==> config.mk <==
export PLATFORM = sky130hd
export DESIGN_NAME = tour_move_exec_flat
export DESIGN_NICKNAME = d
export VERILOG_FILES = /design/src/rtl/tour_move_exec_if.sv /design/src/rtl/tour_move_exec.sv /design/src/flat_wrapper.sv
export SDC_FILE = /design/constraint.sdc
export NUM_CORES = 1
export LEC_CHECK = 0
export ABC_AREA = 1
export BUFFER_PORTS_ARGS = -buffer_cell sky130_fd_sc_hd__buf_4
export CORE_MARGIN = 2
export CORE_UTILIZATION = 60
export CTS_BUF_LIST = sky130_fd_sc_hd__clkbuf_16
export DETAILED_ROUTE_END_ITERATION = 16
export PLACE_DENSITY = 0.77
export RECOVER_POWER = 25
export SLEW_MARGIN = 0
export SYNTH_ARGS = -nofsm -noshare
export SYNTH_HDL_FRONTEND = slang
export SYNTH_SLANG_ARGS = --single-unit
==> constraint.sdc <==
create_clock -name clk -period 6.8 [get_ports clk]
set_clock_uncertainty 0.2 [all_clocks]
set_input_delay 0.34 -clock clk [delete_from_list [all_inputs] [get_ports clk]]
set_output_delay 0.34 -clock clk [all_outputs]
set_load 0.005 [all_outputs]
==> src/rtl/tour_move_exec_if.sv <==
// Command/response bundle between a command issuer and the knight move executor.
// Pure wiring, no latency.
// Backpressure: cmd_rdy is held by the master until the slave pulses clr_cmd_rdy.
interface tour_move_exec_if;
    logic [15:0] cmd;
    logic        cmd_rdy;
    logic        clr_cmd_rdy;
    logic        send_resp;
    logic        line_crossed;
    logic [7:0]  heading_cmd;
    logic        moving;
    logic [2:0]  xpos;
    logic [2:0]  ypos;
    logic        err;

    modport master (
        output cmd, cmd_rdy, line_crossed,
        input  clr_cmd_rdy, send_resp, heading_cmd, moving, xpos, ypos, err
    );

    modport slave (
        input  cmd, cmd_rdy, line_crossed,
        output clr_cmd_rdy, send_resp, heading_cmd, moving, xpos, ypos, err
    );
endinterface

==> src/rtl/tour_move_exec.sv <==
// Executes calibrate/move commands and tracks a knight's square on a 5x5 board.
// Latency: calibrate CAL_CYC+2, zero-square move SETTLE_CYC+2 cycles from accept to send_resp.
// Backpressure: a command is only accepted (clr_cmd_rdy) in IDLE; otherwise cmd_rdy waits.
module tour_move_exec #(
    parameter logic [15:0] CAL_CYC    = 16'd2000,
    parameter logic [15:0] SETTLE_CYC = 16'd1000,
    parameter logic [23:0] TMO_CYC    = 24'd5_000_000,
    parameter logic [2:0]  START_X    = 3'd2,
    parameter logic [2:0]  START_Y    = 3'd2
) (
    input  logic             clk,
    input  logic             rst,
    tour_move_exec_if.slave  bus
);

    typedef enum logic [2:0] {IDLE, CAL, SETTLE, MOVE, RESP} state_t;

    state_t      state, state_nxt;
    logic [15:0] cnt;
    logic [23:0] tmr;
    logic [3:0]  sq_cnt;
    logic [3:0]  squares;
    logic [7:0]  heading;
    logic [2:0]  xpos, ypos;
    logic        err;

    logic [3:0]  opcode;
    logic        is_cal, is_move;
    logic        hdg_legal;
    logic [3:0]  sq_next;
    logic        last_pulse, tmo_hit;
    logic signed [5:0] mag, nx, ny;
    logic        pos_ok;

    assign opcode  = bus.cmd[15:12];
    assign is_cal  = (opcode == 4'h0);
    assign is_move = (opcode == 4'h2) || (opcode == 4'h3);

    assign hdg_legal  = (heading == 8'h00) || (heading == 8'h7F) ||
                        (heading == 8'h3F) || (heading == 8'hBF);
    assign sq_next    = sq_cnt + 4'd1;
    assign last_pulse = bus.line_crossed && (sq_next == squares);
    assign tmo_hit    = !bus.line_crossed && (tmr == TMO_CYC - 24'd1);

    // Candidate position, computed wide enough that no squares count can wrap back into range
    always_comb begin
        mag = $signed({2'b00, squares});
        nx  = $signed({3'b000, xpos});
        ny  = $signed({3'b000, ypos});
        case (heading)
            8'h00:   ny = $signed({3'b000, ypos}) + mag;
            8'h7F:   ny = $signed({3'b000, ypos}) - mag;
            8'h3F:   nx = $signed({3'b000, xpos}) - mag;
            8'hBF:   nx = $signed({3'b000, xpos}) + mag;
            default: ;
        endcase
        pos_ok = (nx >= 6'sd0) && (nx <= 6'sd4) && (ny >= 6'sd0) && (ny <= 6'sd4);
    end

    // Next-state decode plus the Mealy accept pulse and the response pulse
    always_comb begin
        state_nxt       = state;
        bus.clr_cmd_rdy = 1'b0;
        bus.send_resp   = 1'b0;
        case (state)
            IDLE: begin
                if (bus.cmd_rdy) begin
                    bus.clr_cmd_rdy = 1'b1;
                    if (is_cal)       state_nxt = CAL;
                    else if (is_move) state_nxt = SETTLE;
                    else              state_nxt = RESP;
                end
            end
            CAL:    if (cnt == CAL_CYC) state_nxt = RESP;
            SETTLE: begin
                if (cnt == SETTLE_CYC) begin
                    if (squares == 4'd0 || !hdg_legal) state_nxt = RESP;
                    else                               state_nxt = MOVE;
                end
            end
            MOVE:   if (last_pulse || tmo_hit) state_nxt = RESP;
            RESP: begin
                bus.send_resp = 1'b1;
                state_nxt     = IDLE;
            end
            default: state_nxt = IDLE;
        endcase
    end

    // State register
    always_ff @(posedge clk or posedge rst) begin
        if (rst) state <= IDLE;
        else     state <= state_nxt;
    end

    // Command latch, cycle counters, position and sticky error
    always_ff @(posedge clk or posedge rst) begin
        if (rst) begin
            cnt     <= '0;
            tmr     <= '0;
            sq_cnt  <= '0;
            squares <= '0;
            heading <= 8'h00;
            xpos    <= START_X;
            ypos    <= START_Y;
            err     <= 1'b0;
        end else begin
            case (state)
                IDLE: begin
                    if (bus.cmd_rdy) begin
                        squares <= bus.cmd[3:0];
                        cnt     <= '0;
                        if (is_move)               heading <= bus.cmd[11:4];
                        else if (!is_cal)          err     <= 1'b1;
                    end
                end
                CAL: begin
                    if (cnt == CAL_CYC) begin
                        cnt <= '0;
                        err <= 1'b0;
                    end else begin
                        cnt <= cnt + 16'd1;
                    end
                end
                SETTLE: begin
                    if (cnt == SETTLE_CYC) begin
                        cnt    <= '0;
                        tmr    <= '0;
                        sq_cnt <= '0;
                        if (!hdg_legal) err <= 1'b1;
                    end else begin
                        cnt <= cnt + 16'd1;
                    end
                end
                MOVE: begin
                    if (bus.line_crossed) begin
                        sq_cnt <= sq_next;
                        tmr    <= '0;
                        if (last_pulse) begin
                            if (pos_ok) begin
                                xpos <= nx[2:0];
                                ypos <= ny[2:0];
                            end else begin
                                err <= 1'b1;
                            end
                        end
                    end else if (tmo_hit) begin
                        err <= 1'b1;
                    end else begin
                        tmr <= tmr + 24'd1;
                    end
                end
                default: ;
            endcase
        end
    end

    assign bus.heading_cmd = heading;
    assign bus.moving      = (state == MOVE);
    assign bus.xpos        = xpos;
    assign bus.ypos        = ypos;
    assign bus.err         = err;

endmodule
==> src/flat_wrapper.sv <==
// flat-port wrapper written by rule: the top's interface ports become plain ports
module tour_move_exec_flat 
#(
    parameter logic [15:0] CAL_CYC    = 16'd2000,
    parameter logic [15:0] SETTLE_CYC = 16'd1000,
    parameter logic [23:0] TMO_CYC    = 24'd5_000_000,
    parameter logic [2:0]  START_X    = 3'd2,
    parameter logic [2:0]  START_Y    = 3'd2
)
  (clk, rst, bus_cmd, bus_cmd_rdy, bus_line_crossed, bus_clr_cmd_rdy, bus_send_resp, bus_heading_cmd, bus_moving, bus_xpos, bus_ypos, bus_err);
  tour_move_exec_if bus_i ();
  input  logic clk;
  input  logic rst;
  input wire logic [$bits(bus_i.cmd)-1:0] bus_cmd;
  input wire logic [$bits(bus_i.cmd_rdy)-1:0] bus_cmd_rdy;
  input wire logic [$bits(bus_i.line_crossed)-1:0] bus_line_crossed;
  output wire logic [$bits(bus_i.clr_cmd_rdy)-1:0] bus_clr_cmd_rdy;
  output wire logic [$bits(bus_i.send_resp)-1:0] bus_send_resp;
  output wire logic [$bits(bus_i.heading_cmd)-1:0] bus_heading_cmd;
  output wire logic [$bits(bus_i.moving)-1:0] bus_moving;
  output wire logic [$bits(bus_i.xpos)-1:0] bus_xpos;
  output wire logic [$bits(bus_i.ypos)-1:0] bus_ypos;
  output wire logic [$bits(bus_i.err)-1:0] bus_err;
  assign bus_i.cmd = bus_cmd;
  assign bus_i.cmd_rdy = bus_cmd_rdy;
  assign bus_i.line_crossed = bus_line_crossed;
  assign bus_clr_cmd_rdy = bus_i.clr_cmd_rdy;
  assign bus_send_resp = bus_i.send_resp;
  assign bus_heading_cmd = bus_i.heading_cmd;
  assign bus_moving = bus_i.moving;
  assign bus_xpos = bus_i.xpos;
  assign bus_ypos = bus_i.ypos;
  assign bus_err = bus_i.err;
  tour_move_exec #(.CAL_CYC(CAL_CYC), .SETTLE_CYC(SETTLE_CYC), .TMO_CYC(TMO_CYC), .START_X(START_X), .START_Y(START_Y)) u_core (.clk(clk), .rst(rst), .bus(bus_i));
endmodule
==> impl_results.md, run 1 <==
- Outcome: complete, but fails checks
- Failing checks: max-capacitance violations, max-slew violations
- Internal power: 965 µW
- Final setup fails: 0
- Final hold viol count: 0
- Vias in the first global route: 4109
- Ant diodes: 0
- Core area: 7610 µm²
- Hold WC Path Type: input pin to register
- Clock Tree Buf Depth: 2
- Starting density of the core: 0.611
- Placement row count: 32
- CP Data Required Time: 6.22 ns
- Synth area leaders: dfrtp_1, nand2_1, inv_1
- Total iterations of the first detailed-routing run: 5
- # DRC: 0
- Setup crit start kind: input pin
- Fillers: 630
- Post-route ant nets: 0
- Clock-pin slew on the worst setup and hold paths: 0.06 ns
- Synth warn: 0
- Worst Max-Slew Pin Slew: 3.61 ns
- Post-CTS Setup Bufs: 0
- Synth Cell Area: 4650 µm²
- Leakage: 0.00243 µW
- Crit. End Element: asynchronous set/reset pin
- CP max FO: 66
- Comb pwr share: 0.330
- Layout Nets: 712
- Switch share: 0.372
- Post_cts resized: 0
- Overflow after GRT: 0
- Reg power frac: 0.341
- Via density: 5.42
- Layout cells sized above 1: 0.164
- Syn Inst Count: 633
- GRT Resource Usage Total: 0.273
- Syn_area_per_cell: 7.34 µm²
- Initial DRC count: 236
- Final slew viol count: 67
- Port Buffers: 37
- Min Tclk post-route: 3.63 ns
- Synth area leader: dfrtp_1
- PD cells: 289 nW/µm²
- Final wirelength: 10500 µm
- Synth top cells by count: nand2_1, inv_1, dfrtp_1
- Unique masters post-synth: 45
- CTS tree: yes
- Async S/R FF share, synth: 1.00
- WS Path Type: input pin to asynchronous set/reset pin
- Max-cap violations: 1
- Slew headroom: -1.40
- Initial antenna violation count: 0
- Global-route wire length before repair: 18700 µm
- Clk root buf: clkbuf_16
- Routability cong.: 0.927
- Cts bufs inserted: 9
- Fmax: 275 MHz
- Die ar.: 8470 µm²
- Detail Placement HPWL: 7660 µm
- Fin Setup TNS: 0 ns
- Pin count of the biggest net entering global routing: 67
- Worst-skew pair later-pin latency: 0.34 ns
- Total number of vias: 4219
- Hold slack: 0.0115 ns
- Number of flops mapped to enable cells by yosys: 0
- CP arrival: 3.05 ns
- Drt wl/cell: 13.5 µm
- Sw power: 570 µW
- Area grow syn2layout: 14.2%
- Seq cells post-synth: 66
- Mapped Nets: 673
- Area share of the largest cell type after synthesis: 0.345
- Cts hold-fix bufs: 0
- Fin crit share: 0.534
- Chip Height: 92.0 µm
- Total power: 1540 µW
- Post-synthesis sequential area ratio: 0.356
- Top_reg_cell synth: dfrtp_1
- RSZ-0062 raised after global routing: false
- Top Ports: 38
- Sink Count: 66
- Peak VDD IR: 0.224 mV
- # H-tree levels: 3
- Die X: 92.0 µm
- Top-count cell post-synth: nand2_1
- Clock power share: 0.328
final cells by class:
cell class              count  area, µm²  area share
clock buffers               9        225      0.0424
clock inverters             7       92.6      0.0174
inverters                  79        297      0.0559
multi-input cells         477       2620       0.494
flip-flops and latches     66       1650       0.312
well taps                 102        128      0.0240
repair buffers             39        289      0.0545
placed cells by master (no fill, tap or decap), types with 6 or more instances in the layout:
| cell type | count |
|---|---|
| clkbuf_16 | 9 |
| nor4_1 | 10 |
| nand2_2 | 14 |
| nor3_1 | 13 |
| a21oi_1 | 15 |
| ha_1 | 16 |
| nand2_1 | 164 |
| nand3_1 | 44 |
| xnor2_1 | 6 |
| o21ai_0 | 24 |
| dfrtp_1 | 64 |
| buf_4 | 37 |
| inv_1 | 74 |
| nor2_2 | 7 |
| or2_2 | 6 |
| xor2_1 | 15 |
| nor2_1 | 62 |
| o21ai_2 | 6 |
| o21ai_1 | 18 |
| nand4_1 | 13 |
layer usage:
| metal | wire length, µm | global-route usage | vias up |
|---|---|---|---|
| li1 | - | - | 2143 |
| met1 | 4950 | 0.368 | 1959 |
| met2 | 4950 | 0.447 | 98 |
| met3 | 442 | 0.0452 | 19 |
| met4 | 199 | 0.0933 | 0 |
| met5 | 0 | 0 | - |
critical path, cell delays in order:
cell	delay [ns]
clkbuf_4	0.11
inv_1	0.04
clkbuf_1	2.53
final timing paths:
path,from,endpoint,slack (ns),cells after the start
setup / recovery,rst,u_core.cnt[0],3.17,3
hold / removal,bus_cmd[11],u_core.bus.heading_cmd[7],0.01,3
setup reg to reg,u_core.bus.ypos[1],u_core.bus.ypos[2],4.09,12
hold reg to reg,u_core.bus.err,u_core.bus.err,0.31,2
max in group clk,u_core.bus.ypos[1],u_core.bus.ypos[2],4.09,12
min in group asynchronous,rst,u_core.bus.heading_cmd[4],1.22,3
flip-flops by register name, indices dropped and copies added (netlist names):
register and cells:
u_core.bus.err 1, u_core.bus.heading_cmd 8, u_core.bus.xpos 3, u_core.bus.ypos 3
u_core.cnt 16, u_core.sq_cnt 4, u_core.squares 4, u_core.state 3
u_core.tmr 24
power by group through the flow:
stage          registers, µW  logic (µW)  clock network (µW)
3_3_place_gp             525         500                   0
3_5_place_dp             530         510                   0
2_1_floorplan            513         371                   0
5_1_grt                  533         580                 528
6_report                 524         507                 504
4_1_cts                  523         511                 508
metrics by stage:
step / std cells / util / worst slack (ns) / area (µm²)
after detailed placement: 763 / 0.656 / 4.11 / 4990
after global placement: 763 / 0.656 / 4.15 / 4990
after CTS: 779 / 0.698 / 4.10 / 5310
after global routing: 779 / 0.698 / 2.39 / 5310
after floorplan: 633 / - / 4.48 / 4650
final: 779 / 0.698 / 3.17 / 5310
cells by family after synthesis:
group	after synthesis	share of synthesized area
adder cells (fa/ha/maj)	20	0.0603
buffers and inverters	90	0.0799
flip-flops	66	0.356
AO/OA/AOI/OAI	75	0.0913
AND/OR/NAND/NOR	356	0.360
XOR/XNOR	22	0.0431
multiplexers	4	0.00969
Power figures use the tool's default switching activity.
==> inputs of run 2 (changes only) <==
Clock period 6.8 ns to 3.5 ns, I/O delays scaled along.
==> impl_results.md, run 2 (synthesis gave the netlist of run 1 again) <==
- Outcome: completed
- Post-route ant nets: 0
- Sw power: 1120 µW
- Min Tclk post-route: 2.73 ns
- Top cell by count, worst path: nand2_1
- Reg power frac: 0.339
- Slowest cell on crit path: dfstp_2
- Slew headroom: 0.182
- Initial antenna violation count: 0
- Total number of vias: 4278
- Starting density of the core: 0.611
- Final wirelength: 10800 µm
- Worst Max-Slew Pin Slew: 1.23 ns
- Routability cong.: 0.901
- Most frequent cells in the layout: nand2_1, inv_1, dfrtp_1, nor2_1, nand3_1
- # DRC: 0
- GRT Resource Usage Total: 0.280
- Pin count of the biggest net entering global routing: 37
- Cts bufs inserted: 9
- Max-cap violations: 0
- Switch share: 0.373
- Commonest non-fill, non-tap cell in the layout: nand2_1
- Initial DRC count: 216
- WS Path Type: register to register
- Max reg flops: 24
- Final setup fails: 0
- # H-tree levels: 3
- Placement row count: 32
- Setup crit start kind: register
- Comb pwr share: 0.334
- Metal3 WL: 530 µm
- Post_cts resized: 0
- Clock power share: 0.327
- Crit path largest cell delay: 0.58 ns
- Port Buffers: 37
- Post-CTS Setup Bufs: 0
- Core area: 7610 µm²
- Drt wl/cell: 13.7 µm
- Final slew viol count: 0
- Metal2 WL: 5050 µm
- Fmax: 367 MHz
- Top sig layer: met4
- Most flops, register: u_core.tmr
- Min-delay src: bus_cmd_rdy
- Vias in the first global route: 4154
- Ant diodes: 0
- Critical path cell sequence: inv_1 > fa_1 > nor2_1 > nand2_1 > nand2_1 > nand2_1 > nand2_1 > nand3_1 > nor2_1 > nand4_2 > nand2_1 > o21ai_2
- CP arrival: 2.74 ns
- CP Data Required Time: 3.51 ns
- Crit. End Element: register
- Top Ports: 38
- Overflow after GRT: 0
- Hold WC Path Type: input pin to register
- Layout cells sized above 1: 0.164
- Final hold viol count: 0
- Chip Height: 92.0 µm
- Total iterations of the first detailed-routing run: 5
- CP max FO: 12
- Internal power: 1880 µW
- Peak VDD IR: 0.391 mV
- RSZ-0062 raised after global routing: false
- Worst-skew pair later-pin latency: 0.33 ns
- Clk root buf: clkbuf_16
- Global-route wire length before repair: 19000 µm
- Sink Count: 66
- Worst path bufs/invs: 1
- Critical path launch point: u_core.bus.ypos[1]
- Area grow syn2layout: 17.3%
- RR Startpoint: u_core.bus.ypos[1]
- Via density: 5.39
- Die X: 92.0 µm
- Cell family with most CP delay: simple AND/OR/NAND/NOR gates
- M1 WL: 5110 µm
- Leakage: 0.00250 µW
- Clock-pin slew on the worst setup and hold paths: 0.06 ns
- Fin util: 0.716
- Fin crit share: 0.779
- Detail Placement HPWL: 7780 µm
- CTS tree: yes
- PD cells: 551 nW/µm²
- Clock Tree Buf Depth: 2
- Die ar.: 8470 µm²
- Fin Setup TNS: 0 ns
- Layout Nets: 726
run 2: cell types whose count changed in the layout (fill, tap and decap cells not counted), sizes merged:
cell	before	now
clkinvlp	2	1
buf	37	28
inv	79	78
clkbuf	11	21
dlygate4sd3	0	13
clkinv	3	5
run 2: tightest hold or removal path, cell delays in order:
cell and delay [ns]:
buf_4 0.09, nand2_1 0.06, clkinv_1 0.12, o21ai_0 0.09
run 2: layer usage:
layer,vias to the layer above,track usage
li1,2165,-
met1,1978,0.381
met2,122,0.455
met3,13,0.0485
met4,0,0.0945
met5,-,0
run 2: worst paths after layout:
kind	endpoint	slack, ns	cells after the start
min in group asynchronous	u_core.tmr[18]	0.55	3
worst min register to register	u_core.bus.xpos[1]	0.32	2
max in group asynchronous	u_core.cnt[0]	1.62	4
worst max-delay path	u_core.bus.ypos[2]	0.77	12
worst max register to register	u_core.bus.ypos[2]	0.77	12
worst min-delay path	u_core.squares[0]	0.05	4
run 2: through the flow:
stage	hold WS (ns)	cell area, µm²	setup WS (ns)	total power (µW)	cells
after floorplan	0.0960	4650	1.18	1720	633
after global placement	0.122	5000	0.843	2000	764
after detailed placement	0.136	5000	0.805	2020	764
after CTS	0.0342	5450	0.770	3010	793
after global routing	0.0987	5450	0.484	3210	793
final	0.0524	5450	0.775	3000	793
run 2: final cells by class:
type | instances | area, µm²
multi-input combinational | 477 | 2620
fill | 623 | 2160
sequential | 66 | 1650
timing repair buffer | 53 | 430
inverter | 79 | 297
clock buffer | 9 | 225
tap | 102 | 128
clock inverter | 7 | 93.8
run 2: power by group through the flow:
stage	logic [µW]	registers (µW)	clock network, µW
finish	1000	1020	981
global route	1150	1040	1030
CTS	1010	1020	985
detailed placement	993	1030	0
global placement	975	1020	0
floorplan	722	997	0
run 2: timing repair:
action / 4_1_cts / 5_1_grt
endpoints found under the hold margin: 42 / 0
endpoints found under the setup margin: 0 / 0
hold buffers: 13 / 0
